### src/rtl/slow_en_pkg.sv
// Shared types and defaults for the slowena pulse generator.
package slow_en_pkg;
    typedef enum logic [1:0] {
        IDLE = 2'd0,
        RUN  = 2'd1,
        STEP = 2'd2
    } state_t;

    localparam int DEF_WIDTH = 16;
    localparam int DEF_DIV   = 9;
endpackage

### src/rtl/reload_downcounter.sv
// Loadable down-counter with synchronous clear; saturates at zero so it never wraps.
module reload_downcounter #(
    parameter int WIDTH = 16
) (
    input  logic             clk,
    input  logic             areset_n,
    input  logic             load,
    input  logic [WIDTH-1:0] load_val,
    input  logic             dec,
    input  logic             clear,
    output logic [WIDTH-1:0] cnt,
    output logic             zero
);
    always_ff @(posedge clk or negedge areset_n) begin
        if (!areset_n) begin
            cnt <= '0;
        end else if (clear) begin
            cnt <= '0;
        end else if (load) begin
            cnt <= load_val;
        end else if (dec && (cnt != '0)) begin
            cnt <= cnt - 1'b1;
        end
    end

    assign zero = (cnt == '0);
endmodule

### src/rtl/slow_enable_gen.sv
// Programmable slowena pulse generator with free-run, pause and single-step modes.
module slow_enable_gen
    import slow_en_pkg::*;
#(
    parameter int          WIDTH       = DEF_WIDTH,
    parameter int unsigned DEFAULT_DIV = DEF_DIV
) (
    input  logic             clk,
    input  logic             areset_n,
    input  logic             div_load,
    input  logic [WIDTH-1:0] div_value,
    input  logic             run,
    input  logic             step,
    output logic             slowena,
    output logic             busy,
    output logic [WIDTH-1:0] phase
);
    state_t           state, state_nxt;
    logic [WIDTH-1:0] div_reg;
    logic             cnt_load, cnt_dec, cnt_clear, cnt_zero;
    logic             slowena_nxt;

    // A load on the same edge as a reload lets the reload see the old divider.
    always_ff @(posedge clk or negedge areset_n) begin
        if (!areset_n) begin
            div_reg <= WIDTH'(DEFAULT_DIV);
        end else if (div_load) begin
            div_reg <= div_value;
        end
    end

    reload_downcounter #(.WIDTH(WIDTH)) u_cnt (
        .clk      (clk),
        .areset_n (areset_n),
        .load     (cnt_load),
        .load_val (div_reg),
        .dec      (cnt_dec),
        .clear    (cnt_clear),
        .cnt      (phase),
        .zero     (cnt_zero)
    );

    always_ff @(posedge clk or negedge areset_n) begin
        if (!areset_n) begin
            state   <= IDLE;
            busy    <= 1'b0;
            slowena <= 1'b0;
        end else begin
            state   <= state_nxt;
            busy    <= (state_nxt != IDLE);
            slowena <= slowena_nxt;
        end
    end

    always_comb begin
        state_nxt   = state;
        cnt_load    = 1'b0;
        cnt_dec     = 1'b0;
        cnt_clear   = 1'b0;
        slowena_nxt = 1'b0;
        case (state)
            IDLE: begin
                if (run) begin
                    state_nxt = RUN;
                    cnt_load  = 1'b1;
                end else if (step) begin
                    state_nxt = STEP;
                    cnt_load  = 1'b1;
                end
            end
            RUN: begin
                // Leaving RUN wins over a pulse due on the same edge.
                if (!run) begin
                    state_nxt = IDLE;
                    cnt_clear = 1'b1;
                end else if (cnt_zero) begin
                    slowena_nxt = 1'b1;
                    cnt_load    = 1'b1;
                end else begin
                    cnt_dec = 1'b1;
                end
            end
            STEP: begin
                if (cnt_zero) begin
                    slowena_nxt = 1'b1;
                    if (run) begin
                        state_nxt = RUN;
                        cnt_load  = 1'b1;
                    end else begin
                        state_nxt = IDLE;
                        cnt_clear = 1'b1;
                    end
                end else begin
                    cnt_dec = 1'b1;
                end
            end
            default: begin
                state_nxt = IDLE;
                cnt_clear = 1'b1;
            end
        endcase
    end
endmodule
### config.mk
export PLATFORM = sky130hd
export DESIGN_NAME = slow_enable_gen
export DESIGN_NICKNAME = d
export VERILOG_FILES = /design/src/rtl/slow_en_pkg.sv /design/src/rtl/reload_downcounter.sv /design/src/rtl/slow_enable_gen.sv
export SDC_FILE = /design/constraint.sdc
export NUM_CORES = 1
export LEC_CHECK = 0
export BUFFER_PORTS_ARGS = -buffer_cell sky130_fd_sc_hd__buf_2
export CAP_MARGIN = 10
export CORE_ASPECT_RATIO = 0.6
export CORE_MARGIN = 4
export CORE_UTILIZATION = 45
export CTS_CLUSTER_SIZE = 10
export DETAILED_ROUTE_END_ITERATION = 10
export HOLD_SLACK_MARGIN = 0.05
export PLACE_DENSITY = 0.67
export SYNTH_ARGS = -nofsm -noshare
export SYNTH_HDL_FRONTEND = slang
export SYNTH_SLANG_ARGS = --single-unit
### constraint.sdc
create_clock -name clk -period 2.3 [get_ports clk]
set_clock_uncertainty 0.1 [all_clocks]
set_input_delay 0.23 -clock clk [delete_from_list [all_inputs] [get_ports clk]]
set_output_delay 0.23 -clock clk [all_outputs]
set_load 0.1 [all_outputs]
---- After elaboration in Yosys (flattened, before gate mapping) ----
Cells that the tools add are included.
cells by class
  $add $sub $neg .......................... 1
  eq/ne operators ......................... 2
  multiplexer cells ....................... 23
  reductions and logical operators ........ 6
operator list
  kind                                                                  count
  16-bit two-way mux                                                    3
  16-bit logical NOT                                                    1
  16-bit nonzero test                                                   1
  16-bit by 1-bit subtractor with 16-bit output, second input constant  1
  1-bit two-way mux                                                     11
  2-bit two-way mux                                                     4
  1-bit one-hot mux with 3 select lines                                 2
  2-bit one-hot mux with 3 select lines                                 1
  1-bit one-hot mux with 2 select lines                                 2
  3-bit nonzero test                                                    1
  2-bit by 1-bit == test with 1-bit output, second input constant       1
  2-bit == test, second input constant                                  1
  2-bit logical NOT                                                     1
  2-bit nonzero test                                                    1
  1-bit logical AND                                                     1
storage, ports and cells
  register bits ........................... 36
  output and inout port bits .............. 18

---- Longest topological paths before layout ----
  word-level depth ........................ 8
  depth in mapped cells ................... 9
  depth with buffers taken out ............ 7

---- By module ----
Synthesis repeated with hierarchy kept, for this count alone.
second synthesis, totals
  cells, all modules ...................... 191
  area total of the unflattened synthesis .. 1,955.6 um^2
by module, submodules not included
  module              instances  cells each  area an instance (um^2)  seq. area each (um^2)
  reload_downcounter  1          124         1,072.3                  400.4
  slow_enable_gen     1          67          883.3                    503.0

---- Worst setup path before layout ----
OpenSTA, ideal clock, no wires.
  path type ............................... reg-to-reg
  start ................................... register u_cnt.cnt[0]
  end ..................................... register u_cnt.cnt[7]
  setup time .............................. 0.094 ns
  data arrival time ....................... 2.550 ns
  slack ................................... -0.444 ns
  cell stages (with the launch flop) ...... 10
  period minus slack after synthesis ...... 2.744 ns
  path through ............................ dfrtp_1 -> inv_1 -> ha_1 -> nor4b_2 -> and4_1 -> buf_2 -> a21oi_2 -> buf_6 -> nor2_1 -> a211oi_1
between the ends
  longest elaborated chain between the ends .. 6
  elaborated cells on any way between the ends .. 17
ends and longest elaborated chain
  element                                                                                                line                      source
  start, declared                                                                                        reload_downcounter.sv:11  output logic [WIDTH-1:0] cnt,
  start signal, assigned                                                                                 reload_downcounter.sv:20  cnt <= load_val;
  start signal, assigned                                                                                 reload_downcounter.sv:22  cnt <= cnt - 1'b1;
  parallel branches: the longest is 6 deep, another holds 16-bit by 1-bit subtractor with 16-bit output  --
Several ways; the timed one is not identified. The select of a mux whose other input is x is not followed.
A chain may end at the register's enable or synchronous reset.

---- Final worst setup path ----
  start ................................... register u_cnt.cnt[1]
  end ..................................... register u_cnt.cnt[5]
Same word-level chain as after synthesis.

==> results.json <==
{
  "register_area_um2": 927,
  "routed_wl_um": 4650,
  "core_area_um2": 4140,
  "wl_per_cell_um": 15.8,
  "fillers": 375,
  "ys_ff_latch": 36,
  "vias": 1574,
  "clock.fmax_ghz": 0.457,
  "cts_root_buf": "clkbuf_8",
  "htree_levels": 2,
  "ys_seq_area_share_pct": 46.4,
  "final_nets": 261,
  "worst_slew_pin_slew_ps": 760,
  "routabilityCongestion": 0.959,
  "slowest_stage": "dfrtp_4",
  "pre_cts_ws_ps": 14.0,
  "synthAdderAreaFrac_pct": 3.86,
  "synth_top_area_share_pct": 43.7,
  "yosysTopAreaCell": "dfrtp_1",
  "layout_common_cells": "38 x buf_2, 20 x nor2_1, 19 x dfrtp_1",
  "die_h_um": 59.0,
  "slew_violations": 0,
  "cts_buffers": 5,
  "die_w_um": 92.9,
  "synth_compound_area_share_pct": 11.9,
  "setup_slack_ps": 111,
  "grt_pass1_wl_um": 7570,
  "grt_overflow_total": 0,
  "setup_viol": 0,
  "clkTransAtPathRegs_ps": 70,
  "drive_gt1_share_pct": 46.0,
  "cts_tree": "built",
  "start_util_pct": 47.0,
  "synth.net_count": 209,
  "dieArea_um2": 5480,
  "cp-start-kind": "flip-flop",
  "num_rows": 18,
  "period_share_pct": 95.2,
  "cts.sinks": 36,
  "end_kind": "flip-flop",
  "instances_no_fill": 295,
  "drt-pass1-iter-count": 4,
  "syn2layout_area_growth_pct": 24.9,
  "dpl.cell_count": 284,
  "grt_max_degree": 37,
  "cts_buffer_depth": 2,
  "place_area_um2": 2290,
  "setup.worst_path.class": "flip-flop to flip-flop",
  "diodes": 0,
  "antenna_found_initial": 0,
  "drc_errors": 0,
  "synth-xor-area-share_pct": 4.50,
  "port_buffers": 38,
  "syn_area_um2": 1950,
  "critical_path_arrival_ps": 2240,
  "yosys-top-cells-area": "dfrtp_1 44%, mux2_2 9.3%, xor2_1 4.5%",
  "drt-initial-drc-count": 167,
  "syn_area_per_cell_um2": 10.7,
  "fin_area_um2": 2430,
  "final_common_cell": "buf_2",
  "crit_chain": "inv_2 > ha_2 > nor4b_4 > and4_4 > buf_4 > a21oi_1 > o21bai_4 > buf_6 > a211oi_1",
  "syn_inst": 182,
  "yosys_warnings": 0,
  "clk_latency_ps": 290,
  "status": "finished clean",
  "cp.required_ps": 2350,
  "grt_usage_pct": 18.1,
  "hold_viol": 0,
  "cp_max_fo": 7,
  "cp_slowest_stage_delay_ps": 480,
  "synthMuxAreaShare_pct": 9.77,
  "finalCriticalPeriod_ps": 2190,
  "multi_input_area_um2": 1000,
  "dp_hpwl_um": 3470,
  "cap_violations": 0,
  "vias_per_cell": 5.34,
  "final_util_pct": 58.7,
  "min_path_type": "input port to flip-flop",
  "synth_top_family_by_area": "simple AND/OR/NAND/NOR gates",
  "first_global_vias": 1451,
  "synth_cell_type_count": 43,
  "drtAntennaViolNets": 0,
  "io_pins": 39,
  "synthSimpleGateAreaFrac_pct": 20.0,
  "slew_headroom_pct": 49.3
}
==> kinds of logic (layout without fill, tap and decap cells) <==
| group | count (synthesis) | in the layout |
|---|---|---|
| AND/OR/NAND/NOR | 70 | 70 |
| flip-flops | 36 | 36 |
| AO/OA/AOI/OAI | 29 | 29 |
| multiplexers | 17 | 17 |
| buffers and inverters | 14 | 67 |
| XOR/XNOR | 10 | 10 |
| adder cells (fa/ha/maj) | 6 | 6 |
==> what timing repair did <==
item	in CTS	in global routing
pin swaps	0	4
hold buffers	1	0
buffers inserted	0	2
resized for setup	1	8
endpoints found under the setup margin	1	17
hold endpoints to repair	34	0
==> per-stage QoR <==
stage,hold WS [ps],setup TNS (ps)
2_1_floorplan,-166,0
3_3_place_gp,264,0
3_5_place_dp,265,0
4_1_cts,65.4,0
5_1_grt,61.8,-2.73
6_report,69.4,0
==> Yosys cell counts (all sizes together) <==
library cell  number
xor2              10
clkbuf             3
nor4b              2
a211oi            11
nand2b             1
nor2b              2
nand3b             2
a211o              1
a21o               2
inv                4
nand2              9
or2                2
nor4               3
and4               2
nand4              6
nor3b              2
dfstp              2
a31oi              2
o32ai              2
nor2              20
nand4b             2
ha                 6
mux2i              1
o21ai              1
and3               1
a21oi              5
mux2              16
nand3              9
o21bai             1
dfrtp             34
buf                7
a221oi             2
nor3               6
a311oi             1
o22ai              1
or4                1
==> final timing paths <==
kind | start | endpoint | slack [ps] | cells after the start
worst max-delay path | u_cnt.cnt[1]$_DFFE_PN0P_ | u_cnt.cnt[5]$_DFFE_PN0P_ | 110 | 9
worst min-delay path | div_value[5] | div_reg[5]$_DFFE_PN0P_ | 70 | 2
min in group asynchronous | areset_n | div_reg[15]$_DFFE_PN0P_ | 450 | 2
worst min register to register | div_reg[6]$_DFFE_PN0P_ | div_reg[6]$_DFFE_PN0P_ | 420 | 1
max in group asynchronous | areset_n | u_cnt.cnt[0]$_DFFE_PN0P_ | 1090 | 2
worst max register to register | u_cnt.cnt[1]$_DFFE_PN0P_ | u_cnt.cnt[5]$_DFFE_PN0P_ | 110 | 9
==> area by class of cell <==
class	instances	share of cell area (%)
clock buffers	5	2.83
flip-flops and latches	36	38.1
inverters	4	0.617
repair buffers	55	13.5
clock inverters	3	0.772
multi-input cells	132	41.1
well taps	60	3.09
==> worst max-delay path, delay by kind of cell (launching register included) <==
family / cells / cell delay (ps)
AND/OR/NAND/NOR: 2 / 620
adder cells (fa/ha/maj): 1 / 170
buffers and inverters: 3 / 360
flip-flops: 1 / 480
AO/OA/AOI/OAI: 3 / 330
==> per-layer routing <==
layer	vias to the layer above	part of all wire, %	GRT usage, %
met4	0	0.49	3.55
met2	73	37	22.9
met1	724	52	30.4
li1	772	-	-
met3	5	11	4.09
met5	-	0	0
Power is not shown: default switching activity piles up to over one toggle a cycle in this logic, so the estimate is an artifact.
